--- config.mk ---
export PLATFORM = sky130hd
export DESIGN_NAME = instr_line_responder_flat
export DESIGN_NICKNAME = d
export VERILOG_FILES = /design/src/rtl/instr_line_responder_pkg.sv /design/src/rtl/intf_csb.sv /design/src/rtl/instr_line_responder.sv /design/src/flat_wrapper.sv
export SDC_FILE = /design/constraint.sdc
export NUM_CORES = 1
export LEC_CHECK = 0
export ABC_AREA = 1
export CAP_MARGIN = 20
export CELL_PAD_IN_SITES_DETAIL_PLACEMENT = 1
export CELL_PAD_IN_SITES_GLOBAL_PLACEMENT = 1
export CORE_MARGIN = 2
export CORE_UTILIZATION = 44
export CTS_CLUSTER_DIAMETER = 200
export DETAILED_ROUTE_END_ITERATION = 10
export PLACE_DENSITY = 0.83
export SKIP_CTS_REPAIR_TIMING = 1
export SLEW_MARGIN = 10
export SYNTH_ARGS = -nofsm -noshare
export SYNTH_HDL_FRONTEND = slang
export SYNTH_SLANG_ARGS = --single-unit
--- constraint.sdc ---
create_clock -name cs_clock -period 28.8 [get_ports cs_clock]
set_input_delay 8.64 -clock cs_clock [delete_from_list [all_inputs] [get_ports cs_clock]]
set_output_delay 8.64 -clock cs_clock [all_outputs]
set_load 0.05 [all_outputs]
--- src/rtl/instr_line_responder_pkg.sv ---
// Shared definitions for the instruction-cache line-fill responder.
package instr_line_responder_pkg;

    localparam int LINE_WORDS       = 8;
    localparam int WORD_BITS        = 32;
    localparam int LINE_BITS        = LINE_WORDS * WORD_BITS;
    localparam int LINE_OFFSET_BITS = 5;
    localparam int TAG_BITS         = 32 - LINE_OFFSET_BITS;
    localparam int K_BITS           = 3;

    typedef enum logic [1:0] {
        IDLE,
        FETCH,
        DONE,
        COOL
    } line_resp_state_e;

    // Align a byte address down to the start of its 32-byte line.
    function automatic logic [31:0] line_base(input logic [31:0] addr);
        return {addr[31:LINE_OFFSET_BITS], {LINE_OFFSET_BITS{1'b0}}};
    endfunction

endpackage

--- src/rtl/intf_csb.sv ---
// Clock/reset bundle shared by blocks on the cache subsystem bus.
interface IntfCSB;
    logic clock;
    logic reset;

    modport notag (
        input clock,
        input reset
    );
endinterface

--- src/rtl/instr_line_responder.sv ---
// Memory-side responder for the instruction-cache line-fill port: fetches
// the eight words of a line one read at a time, packs them into a 256-bit
// line, and answers a repeat of the last line from a one-entry buffer.
module instr_line_responder
    import instr_line_responder_pkg::*;
#(
    parameter int USE_LINE_BUFFER = 1
) (
    IntfCSB.notag              cs,
    input  logic [31:0]        i_address,
    input  logic               i_read,
    output logic [LINE_BITS-1:0] o_data,
    output logic               o_ready,
    output logic [31:0]        o_word_address,
    output logic               o_word_read,
    input  logic [31:0]        i_word_data,
    input  logic               i_word_valid,
    output logic               o_busy
);

    line_resp_state_e        state_q, state_d;
    logic [K_BITS-1:0]       k_q, k_d;
    logic [31:0]             base_q, base_d;
    logic [LINE_BITS-1:0]    line_q, line_d;
    logic                    pending_q, pending_d;
    logic                    word_read_q, word_read_d;
    logic                    buf_valid_q, buf_valid_d;
    logic [TAG_BITS-1:0]     buf_tag_q, buf_tag_d;
    logic [LINE_BITS-1:0]    buf_line_q, buf_line_d;

    logic                    buf_hit;
    logic                    word_accept;
    logic                    unused_addr_bits;

    // The offset bits of the request never select anything: fills are whole lines.
    assign unused_addr_bits = ^i_address[LINE_OFFSET_BITS-1:0];

    // Repeat-line detection and acceptance of a returning word.
    always_comb begin
        buf_hit     = (USE_LINE_BUFFER != 0) && buf_valid_q &&
                      (buf_tag_q == i_address[31:LINE_OFFSET_BITS]);
        // Data is only taken for a read that is outstanding; a valid in the
        // strobe cycle itself or with nothing in flight is stale.
        word_accept = (state_q == FETCH) && pending_q && !word_read_q && i_word_valid;
    end

    // Next-state, fill datapath and buffer update.
    always_comb begin
        // NOTE: every signal gets its hold value first so no path through the
        // case below can leave one unassigned and infer a latch.
        state_d     = state_q;
        k_d         = k_q;
        base_d      = base_q;
        line_d      = line_q;
        pending_d   = pending_q;
        word_read_d = 1'b0;
        buf_valid_d = buf_valid_q;
        buf_tag_d   = buf_tag_q;
        buf_line_d  = buf_line_q;

        unique case (state_q)
            IDLE: begin
                if (i_read) begin
                    base_d = line_base(i_address);
                    k_d    = '0;
                    if (buf_hit) begin
                        line_d  = buf_line_q;
                        state_d = DONE;
                    end else begin
                        line_d      = '0;
                        word_read_d = 1'b1;
                        pending_d   = 1'b1;
                        state_d     = FETCH;
                    end
                end
            end

            FETCH: begin
                if (word_accept) begin
                    // Word k lands at [255-32k -: 32], so word 0 is the MSW.
                    for (int w = 0; w < LINE_WORDS; w++) begin
                        if (k_q == K_BITS'(w)) begin
                            line_d[LINE_BITS-1-WORD_BITS*w -: WORD_BITS] = i_word_data;
                        end
                    end
                    pending_d = 1'b0;
                    if (k_q == K_BITS'(LINE_WORDS - 1)) begin
                        state_d = DONE;
                    end else begin
                        k_d         = k_q + 1'b1;
                        word_read_d = 1'b1;
                        pending_d   = 1'b1;
                    end
                end
            end

            DONE: begin
                buf_valid_d = (USE_LINE_BUFFER != 0);
                buf_tag_d   = base_q[31:LINE_OFFSET_BITS];
                buf_line_d  = line_q;
                state_d     = COOL;
            end

            // The cache's registered request is still high and stale here.
            COOL: begin
                state_d = IDLE;
            end

            default: begin
                state_d = IDLE;
            end
        endcase
    end

    // Control and fill state; reset aborts any fill and invalidates the buffer.
    always_ff @(posedge cs.clock) begin
        // NOTE: state flops use non-blocking assignment so every flop samples
        // the pre-edge values regardless of statement order.
        if (cs.reset) begin
            state_q     <= IDLE;
            k_q         <= '0;
            base_q      <= '0;
            line_q      <= '0;
            pending_q   <= 1'b0;
            word_read_q <= 1'b0;
            buf_valid_q <= 1'b0;
        end else begin
            state_q     <= state_d;
            k_q         <= k_d;
            base_q      <= base_d;
            line_q      <= line_d;
            pending_q   <= pending_d;
            word_read_q <= word_read_d;
            buf_valid_q <= buf_valid_d;
        end
    end

    // Buffered line contents, qualified entirely by buf_valid_q.
    always_ff @(posedge cs.clock) begin
        // NOTE: the tag and line storage carry no reset; the valid bit alone
        // decides whether they are ever looked at.
        buf_tag_q  <= buf_tag_d;
        buf_line_q <= buf_line_d;
    end

    // Output decode: everything is zero outside the states that own it.
    always_comb begin
        o_ready        = (state_q == DONE);
        o_data         = (state_q == DONE) ? line_q : '0;
        o_word_read    = word_read_q;
        o_word_address = (state_q == FETCH)
                       ? (base_q | {{(32-LINE_OFFSET_BITS){1'b0}}, k_q, 2'b00})
                       : '0;
        o_busy         = (state_q != IDLE);
    end

endmodule
--- src/flat_wrapper.sv ---
// flat-port wrapper written by rule: the top's interface ports become plain ports
module instr_line_responder_flat import instr_line_responder_pkg::*;
#(
    parameter int USE_LINE_BUFFER = 1
)
  (i_address, i_read, o_data, o_ready, o_word_address, o_word_read, i_word_data, i_word_valid, o_busy, cs_clock, cs_reset);
  IntfCSB cs_i ();
  input  logic [31:0] i_address;
  input  logic i_read;
  output logic [LINE_BITS-1:0] o_data;
  output logic o_ready;
  output logic [31:0] o_word_address;
  output logic o_word_read;
  input  logic [31:0] i_word_data;
  input  logic i_word_valid;
  output logic o_busy;
  input wire logic [$bits(cs_i.clock)-1:0] cs_clock;
  input wire logic [$bits(cs_i.reset)-1:0] cs_reset;
  assign cs_i.clock = cs_clock;
  assign cs_i.reset = cs_reset;
  instr_line_responder #(.USE_LINE_BUFFER(USE_LINE_BUFFER)) u_core (.cs(cs_i), .i_address(i_address), .i_read(i_read), .o_data(o_data), .o_ready(o_ready), .o_word_address(o_word_address), .o_word_read(o_word_read), .i_word_data(i_word_data), .i_word_valid(i_word_valid), .o_busy(o_busy));
endmodule
[Yosys cells after proc, flatten, opt, wreduce, memory -nomap -nowiden]
Index checks and enable logic that the tools add are counted.
Widths: inputs -> output; s select.
Cells by class
  equality and inequality tests: 23
  muxes and demuxes: 32
  bitwise operators: 1
  reduce and logical (&&, ||, !) cells: 21
  add/sub/neg operators: 1
Operators with widths (number)
  $mux 256: 4
  $pmux 256 s2: 1
  $mux 32: 9
  $reduce_and 4->1: 10
  $or 32x5->32: 1
  $eq 27x27->1: 1
  $ne 2x2->1 const B: 11
  $eq 3x3->1 const B: 4
  $mux 3: 3
  $mux 2: 4
  $pmux 2 s4: 1
  $mux 1: 7
  $eq 3x2->1 const B: 2
  $pmux 3 s2: 1
  $eq 2x2->1 const B: 2
  $logic_and 1x1->1: 4
  $pmux 1 s2: 2
  $reduce_bool 2->1: 2
  $add 3x1->3 const B: 1
  $eq 3x1->1 const B: 1
  $logic_not 3->1: 1
  $reduce_and 3->1: 1
  $eq 2x1->1 const B: 1
  $logic_not 2->1: 1
  other kinds (3): 3
Storage, ports and cells
  bits of input ports: 68
  register bits: 574
  output and inout bits: 291

[Longest topological paths before layout]
Gate-level depths: netlist (run 1).
  depth after elaboration: 6
  gate-level depth with buffers: 13
  depth with buffers taken out: 12

[Least setup slack after synthesis (run 1)]
Ideal clock, no wire load.
  path kind: flip-flop to output port
  from: reg u_core.state_q[0]
  to: out o_data[225]
  buffers on the path: 3
  data arrival time: 8.576 ns
  cell stages (with the launch flop): 8
  slack: 11.584 ns
  cells stage by stage: dfxtp_1 inv_1 ha_1 clkbuf_1 clkbuf_1 buf_1 nand2_1 inv_1
On the way
  word-level cells in the longest chain between the ends: 2
Ends and longest elaborated chain
  start, declared: line instr_line_responder.sv:21  | line_resp_state_e state_q, state_d;
  start signal, assigned: line instr_line_responder.sv:128  | state_q <= state_d;
  $eq 2x2->1
  net o_ready: line flat_wrapper.sv:11  | output logic o_ready;
  $mux 256: line instr_line_responder.sv:149  | o_data = (state_q == DONE) ? line_q : '0;
  end, declared: line flat_wrapper.sv:10  | output logic [LINE_BITS-1:0] o_data;
The timed path passes the listed nets, and every way through them passes these cells.

[Worst setup path in the final report (run 1)]
  from: reg u_core.state_q[0]
  to: out o_data[75]
On the way
  word-level cells in the longest chain between the ends: 2
Ends and longest elaborated chain (line)
  $eq 2x2->1: instr_line_responder.sv:149
  $mux 256: instr_line_responder.sv:149
Every way passes these cells.

==> results of run 1 <==
[layout make-up]
class | count | area (um2)
Fill cell | 6225 | 24300
Sequential cell | 574 | 14300
Multi-Input combinational cell | 1555 | 7450
Timing Repair Buffer | 367 | 3730
Clock buffer | 77 | 1620
Inverter | 379 | 1440
Tap cell | 696 | 871
Clock inverter | 33 | 324
[synth_stat cells (all sizes together)]
| master | count |
|---|---|
| or2 | 2 |
| a21oi | 285 |
| ha | 9 |
| edfxtp | 283 |
| xor2 | 2 |
| inv | 379 |
| o21ai | 288 |
| buf | 111 |
| nand2 | 385 |
| conb | 1 |
| xnor2 | 7 |
| nor2 | 311 |
| dfxtp | 291 |
| nand3 | 4 |
| a31oi | 2 |
| clkbuf | 96 |
| nand4 | 258 |
[final timing paths]
path                      startpoint                     end  depth (start not counted)
setup / recovery   u_core.state_q[0]              o_data[75]                          9
hold / removal    u_core.line_q[247]  u_core.buf_line_q[247]                          0
setup reg to reg   u_core.state_q[1]      u_core.line_q[134]                         10
hold reg to reg   u_core.line_q[247]  u_core.buf_line_q[247]                          0
[where the power goes]
group	leakage, nW	internal (mW)	switching (mW)
combinational	6.85	0.297	0.942
sequential	5.07	1.19	0.162
clock	0.952	0.455	0.328
total	12.9	1.95	1.43
[state kept, by name, summed over array words and instances, names as in the netlist]
signal              cells
u_core.pending_q        1
u_core.buf_tag_q       27
u_core.line_q         256
u_core.o_word_read      1
u_core.k_q              3
u_core.state_q          2
u_core.buf_line_q     256
u_core.buf_valid_q      1
u_core.base_q          27
[layer usage]
metal | wire length [um] | GRT usage | up-vias | share of wire
li1 | - | - | 9480 | -
met1 | 34600 | 0.382 | 10500 | 0.40
met2 | 41300 | 0.484 | 855 | 0.48
met3 | 6520 | 0.0604 | 156 | 0.076
met4 | 3310 | 0.116 | 0 | 0.039
met5 | 0 | 0 | - | 0
[logic make-up (layout without fill, tap and decap cells)]
family                   after synthesis  after routing
adder cells (fa/ha/maj)                9              9
AO/OA/AOI/OAI                        575            575
XOR/XNOR                               9              9
other                                  1              2
flip-flops                           574            574
AND/OR/NAND/NOR                      960            960
buffers and inverters                586            856
[through the flow]
stage / setup slack (ns) / hold slack, ns / total power [mW]
global placement: 15.25 / 0.437 / 2.50
finish: 14.65 / 0.458 / 3.38
floorplan: 11.58 / 0.425 / 2.19
detailed placement: 15.13 / 0.438 / 2.58
CTS: 14.44 / 0.452 / 3.37
global route: 14.31 / 0.466 / 3.55
==> impl_metrics.tcl, run 1 <==
set metrics [dict create \
    outcome "finished, final reports clean" \
    synth_compound_area_frac 0.120 \
    ys_top_cells_by_area "edfxtp_1, dfxtp_1, nand4_1" \
    cts-root-buf "clkbuf_16" \
    netlist_area_um2 24100 \
    overflow 0 \
    skew_ns 0.0123 \
    critPathMaxFanout 82 \
    drc 0 \
    fin_nets 3014 \
    vdd_ir_drop_max_mv 0.0595 \
    dp_hpwl_um 49500 \
    path_common_cell "buf_4" \
    finalWeightedCongestion 0.774 \
    die_x_um 238 \
    drt_wl_total_um 85700 \
    ant_nets 0 \
    fp.coreArea_um2 54000 \
    fin_util 0.551 \
    fin_crit_sh 0.491 \
    initial_core_util 0.447 \
    arrival_ns 5.51 \
    grt_pass1_wl_um 129000 \
    clkSlewWorstSetupHoldPaths_ns 0.06 \
    crit_buf_inv 7 \
    clock_sinks 574 \
    layout_common_cells "nand2_1, inv_1, clkdlybuf4s50_1" \
    yosys.area_share.xor_xnor 0.00327 \
    dr_total_vias 21000 \
    final_common_cell "nand2_1" \
    synth_seq_cells 574 \
    drt_iter0_drc 2200 \
    finalCriticalPeriod_ns 14.15 \
    fmax_ghz 0.0707 \
    insertion_delay_ns 0.62 \
    fin_tns_setup_ns 0 \
    wire_per_inst_um 23.3 \
    powerDensity_nw_per_um2 113 \
    diodes 0 \
    clock_path_buffers 3 \
    rrSetupSlack_ns 24.64 \
    synth_top_area_cell "edfxtp_1" \
    slew_violations 0 \
    slew_headroom 0.149 \
    grtUsageTotal 0.294 \
    crit_chain "inv_1 > ha_4 > buf_4 > buf_4 > buf_12 > buf_4 > nand2_1 > inv_1 > clkdlybuf4s50_1" \
    grt_pass1_vias 21500 \
    die_h_um 238 \
    cp.required_ns 20.16 \
    synth_top_family_by_area "simple AND/OR/NAND/NOR gates" \
    setup_viol 0 \
    syn_inst 2714 \
    cts_tree "yes" \
    synth_top_cell_area_share 0.352 \
    yosysWarnings 0 \
    avgSynthCellArea_um2 8.89 \
    portBuffers 351 \
    synthSimpleGateAreaFrac 0.179 \
    drive_gt1_frac 0.0419 \
    grt_antenna_before_repair 1 \
    pin_count 359 \
    worst_slew_pin_slew_ns 1.28 \
    synth_seq_area_share 0.594 \
    first_pass_iters 6 \
    synthMuxAreaShare 0 \
    grt_max_degree 241 \
    ys_types 24 \
    slowest_delay_ns 0.90 \
    power.leakage_nw 12.9 \
    rsz0062_at_grt "false" \
    drt-vias-per-instance 5.70 \
    cp_top_family "buffers and inverters" \
    hold_violations 0 \
    dp.cells 3569 \
    hold_class "reg -> reg" \
    dpl_cell_area_um2 27800 \
    stdcell_area_um2 29800 \
    crit_path_end_kind "output pin" \
    synthToLayoutAreaGrowth_pct 23.3 \
    num_rows 85 \
    synthAdderAreaFrac 0.00467 \
    cap_violations 0 \
    stdcell_count 3681 \
    crit_slowest_cell "buf_4" \
    start_kind "flip-flop" \
    critPathKind "reg -> out" \
    cts_buffers 60 \
    die-area_um2 56700 \
    cts.htree.levels 2 \
]
(Power assumes the default switching activity.)
==> run 2: changes to the inputs <==
--- a/config.mk
+++ b/config.mk
@@ -10,10 +10,10 @@
 export CELL_PAD_IN_SITES_DETAIL_PLACEMENT = 1
 export CELL_PAD_IN_SITES_GLOBAL_PLACEMENT = 1
 export CORE_MARGIN = 2
-export CORE_UTILIZATION = 44
+export CORE_UTILIZATION = 37
 export CTS_CLUSTER_DIAMETER = 200
 export DETAILED_ROUTE_END_ITERATION = 10
-export PLACE_DENSITY = 0.83
+export PLACE_DENSITY = 0.74
 export SKIP_CTS_REPAIR_TIMING = 1
 export SLEW_MARGIN = 10
 export SYNTH_ARGS = -nofsm -noshare
==> constraint.sdc (replaced) <==
create_clock -name cs_clock -period 11.45 [get_ports cs_clock]
set_input_delay 3.435 -clock cs_clock [delete_from_list [all_inputs] [get_ports cs_clock]]
set_output_delay 3.435 -clock cs_clock [all_outputs]
set_load 0.05 [all_outputs]
==> impl_metrics.tcl, run 2 (synthesis results as in run 1) <==
set metrics [dict create \
    outcome "finished, final reports clean" \
    skew_ns 0.0206 \
    drt_iter0_drc 1746 \
    worstSetupStartpoint "u_core.state_q[0]" \
    wire_per_inst_um 22.6 \
    grt_max_degree 189 \
    synthToLayoutAreaGrowth_pct 24.7 \
    grt_antenna_before_repair 3 \
    drt-vias-per-instance 5.38 \
    fin_crit_sh 0.663 \
    timing.rr.start "u_core.state_q[1]" \
    p_total_mw 8.56 \
    crit_path_end_kind "output pin" \
    cts-root-buf "clkbuf_16" \
    fillers 7333 \
    setup_viol 0 \
    cp.required_ns 8.02 \
    crit_chain "inv_1 > ha_4 > buf_12 > buf_12 > nand2_1 > inv_1 > clkdlybuf4s50_1" \
    whs_path_depth 0 \
    diodes 0 \
    cap_violations 0 \
    grt_pass1_vias 20800 \
    reg2reg_to "u_core.line_q[131]" \
    clock_sinks 574 \
    first_pass_iters 5 \
    final_common_cell "nand2_1" \
    finalCriticalPeriod_ns 7.60 \
    hold_violations 0 \
    cts_buffers 61 \
    place_ws_ns 4.45 \
    finalWeightedCongestion 0.796 \
    min_to "u_core.buf_line_q[206]" \
    grtUsageTotal 0.251 \
    arrival_ns 4.16 \
    p_sw_frac 0.420 \
    p_int_mw 4.97 \
    clock_path_buffers 3 \
    fmax_ghz 0.132 \
    layout_common_cells "nand2_1, inv_1, clkdlybuf4s50_1" \
    min_from "u_core.line_q[206]" \
    grt_pass1_wl_um 130000 \
    drt_wl_total_um 86900 \
    overflow 0 \
    vdd_ir_drop_max_mv 0.185 \
    power.leakage_nw 12.9 \
    crit_buf_inv 5 \
    die_h_um 259 \
    rrSetupSlack_ns 6.63 \
    pwr-share-seq 0.398 \
    clkSlewWorstSetupHoldPaths_ns 0.06 \
    fin_tns_setup_ns 0 \
    dr_total_vias 20700 \
    reg_top3 "u_core.buf_line_q: 256 flops, u_core.line_q: 256 flops" \
    insertion_delay_ns 0.62 \
    pin_count 359 \
    critPathKind "reg -> out" \
    fp.coreArea_um2 64500 \
    start_kind "flip-flop" \
    rsz0062_at_grt "false" \
    stdcell_count 3844 \
    hold_class "reg -> reg" \
    ant_nets 0 \
    slew_headroom 0.230 \
    worst_slack_ns 3.85 \
    dp_hpwl_um 50500 \
    num_rows 93 \
    slew_violations 0 \
    slowest_delay_ns 0.81 \
    crit_slowest_cell "clkdlybuf4s50_1" \
    initial_core_util 0.374 \
    drive_gt1_frac 0.0462 \
    path_depth 7 \
    die-area_um2 67300 \
    portBuffers 351 \
    powerDensity_nw_per_um2 284 \
    dp.cells 3729 \
    dpl_cell_area_um2 28000 \
    cts.htree.levels 2 \
    fin_nets 3015 \
    worst_slew_pin_slew_ns 1.16 \
    cts_tree "yes" \
    die_x_um 259 \
    critPathMaxFanout 172 \
    p_sw_mw 3.59 \
    power_frac_comb 0.362 \
    drc 0 \
    reg2reg_depth 10 \
    cp_top_family "buffers and inverters" \
    clkPwrFrac 0.240 \
    stdcell_area_um2 30100 \
]
-- run 2: changes by cell type in the layout (fill, tap and decap cells not counted), sizes merged --
cell and delta:
clkinvlp +1, clkinv -10, clkbuf +13
-- run 2: layer usage --
metal	routed length (um)	global-route usage
met1	37000	0.339
met2	41700	0.406
met3	5380	0.0429
met4	2910	0.0884
met5	13	0
-- run 2: worst register-to-register path, cell delays in order (launching register included) --
cell     delay (ns)
dfxtp_1        0.38
inv_1          0.10
ha_2           0.17
buf_4          0.39
inv_8          0.61
buf_4          0.89
nor2_1         0.21
nor2_4         0.89
inv_2          0.61
nor2_1         0.34
a21oi_1        0.12
-- run 2: power by group through the flow --
stage | clock, mW | sequential [mW] | combinational, mW
2_1_floorplan | 0 | 3.32 | 2.14
3_3_place_gp | 0 | 3.36 | 2.98
4_1_cts | 2.09 | 3.39 | 3.12
6_report | 2.06 | 3.41 | 3.10
3_5_place_dp | 0 | 3.42 | 3.09
5_1_grt | 2.17 | 3.47 | 3.40
-- run 2: worst max path at each step --
| stage | to | slack, ns |
|---|---|---|
| 6_report | o_data[10] | 3.85 |
| 5_1_grt | o_data[10] | 3.61 |
| 4_1_cts | o_data[6] | 3.75 |
| 3_5_place_dp | o_data[10] | 4.45 |
| 3_3_place_gp | o_data[10] | 4.48 |
| 2_1_floorplan | o_data[225] | 2.68 |
-- run 2: per-stage QoR --
step | util | hold WS [ns]
floorplan | - | 0.425
global placement | 0.434 | 0.436
detailed placement | 0.434 | 0.438
CTS | 0.467 | 0.452
global route | 0.467 | 0.467
finish | 0.467 | 0.450
-- run 2: area by class of cell --
type / instances / area [um2] / share of cell area
well taps: 855 / 1070 / 0.0355
multi-input cells: 1555 / 7440 / 0.247
inverters: 379 / 1440 / 0.0478
flip-flops and latches: 574 / 14300 / 0.476
clock inverters: 24 / 302 / 0.0100
clock buffers: 90 / 1780 / 0.0591
repair buffers: 367 / 3750 / 0.125
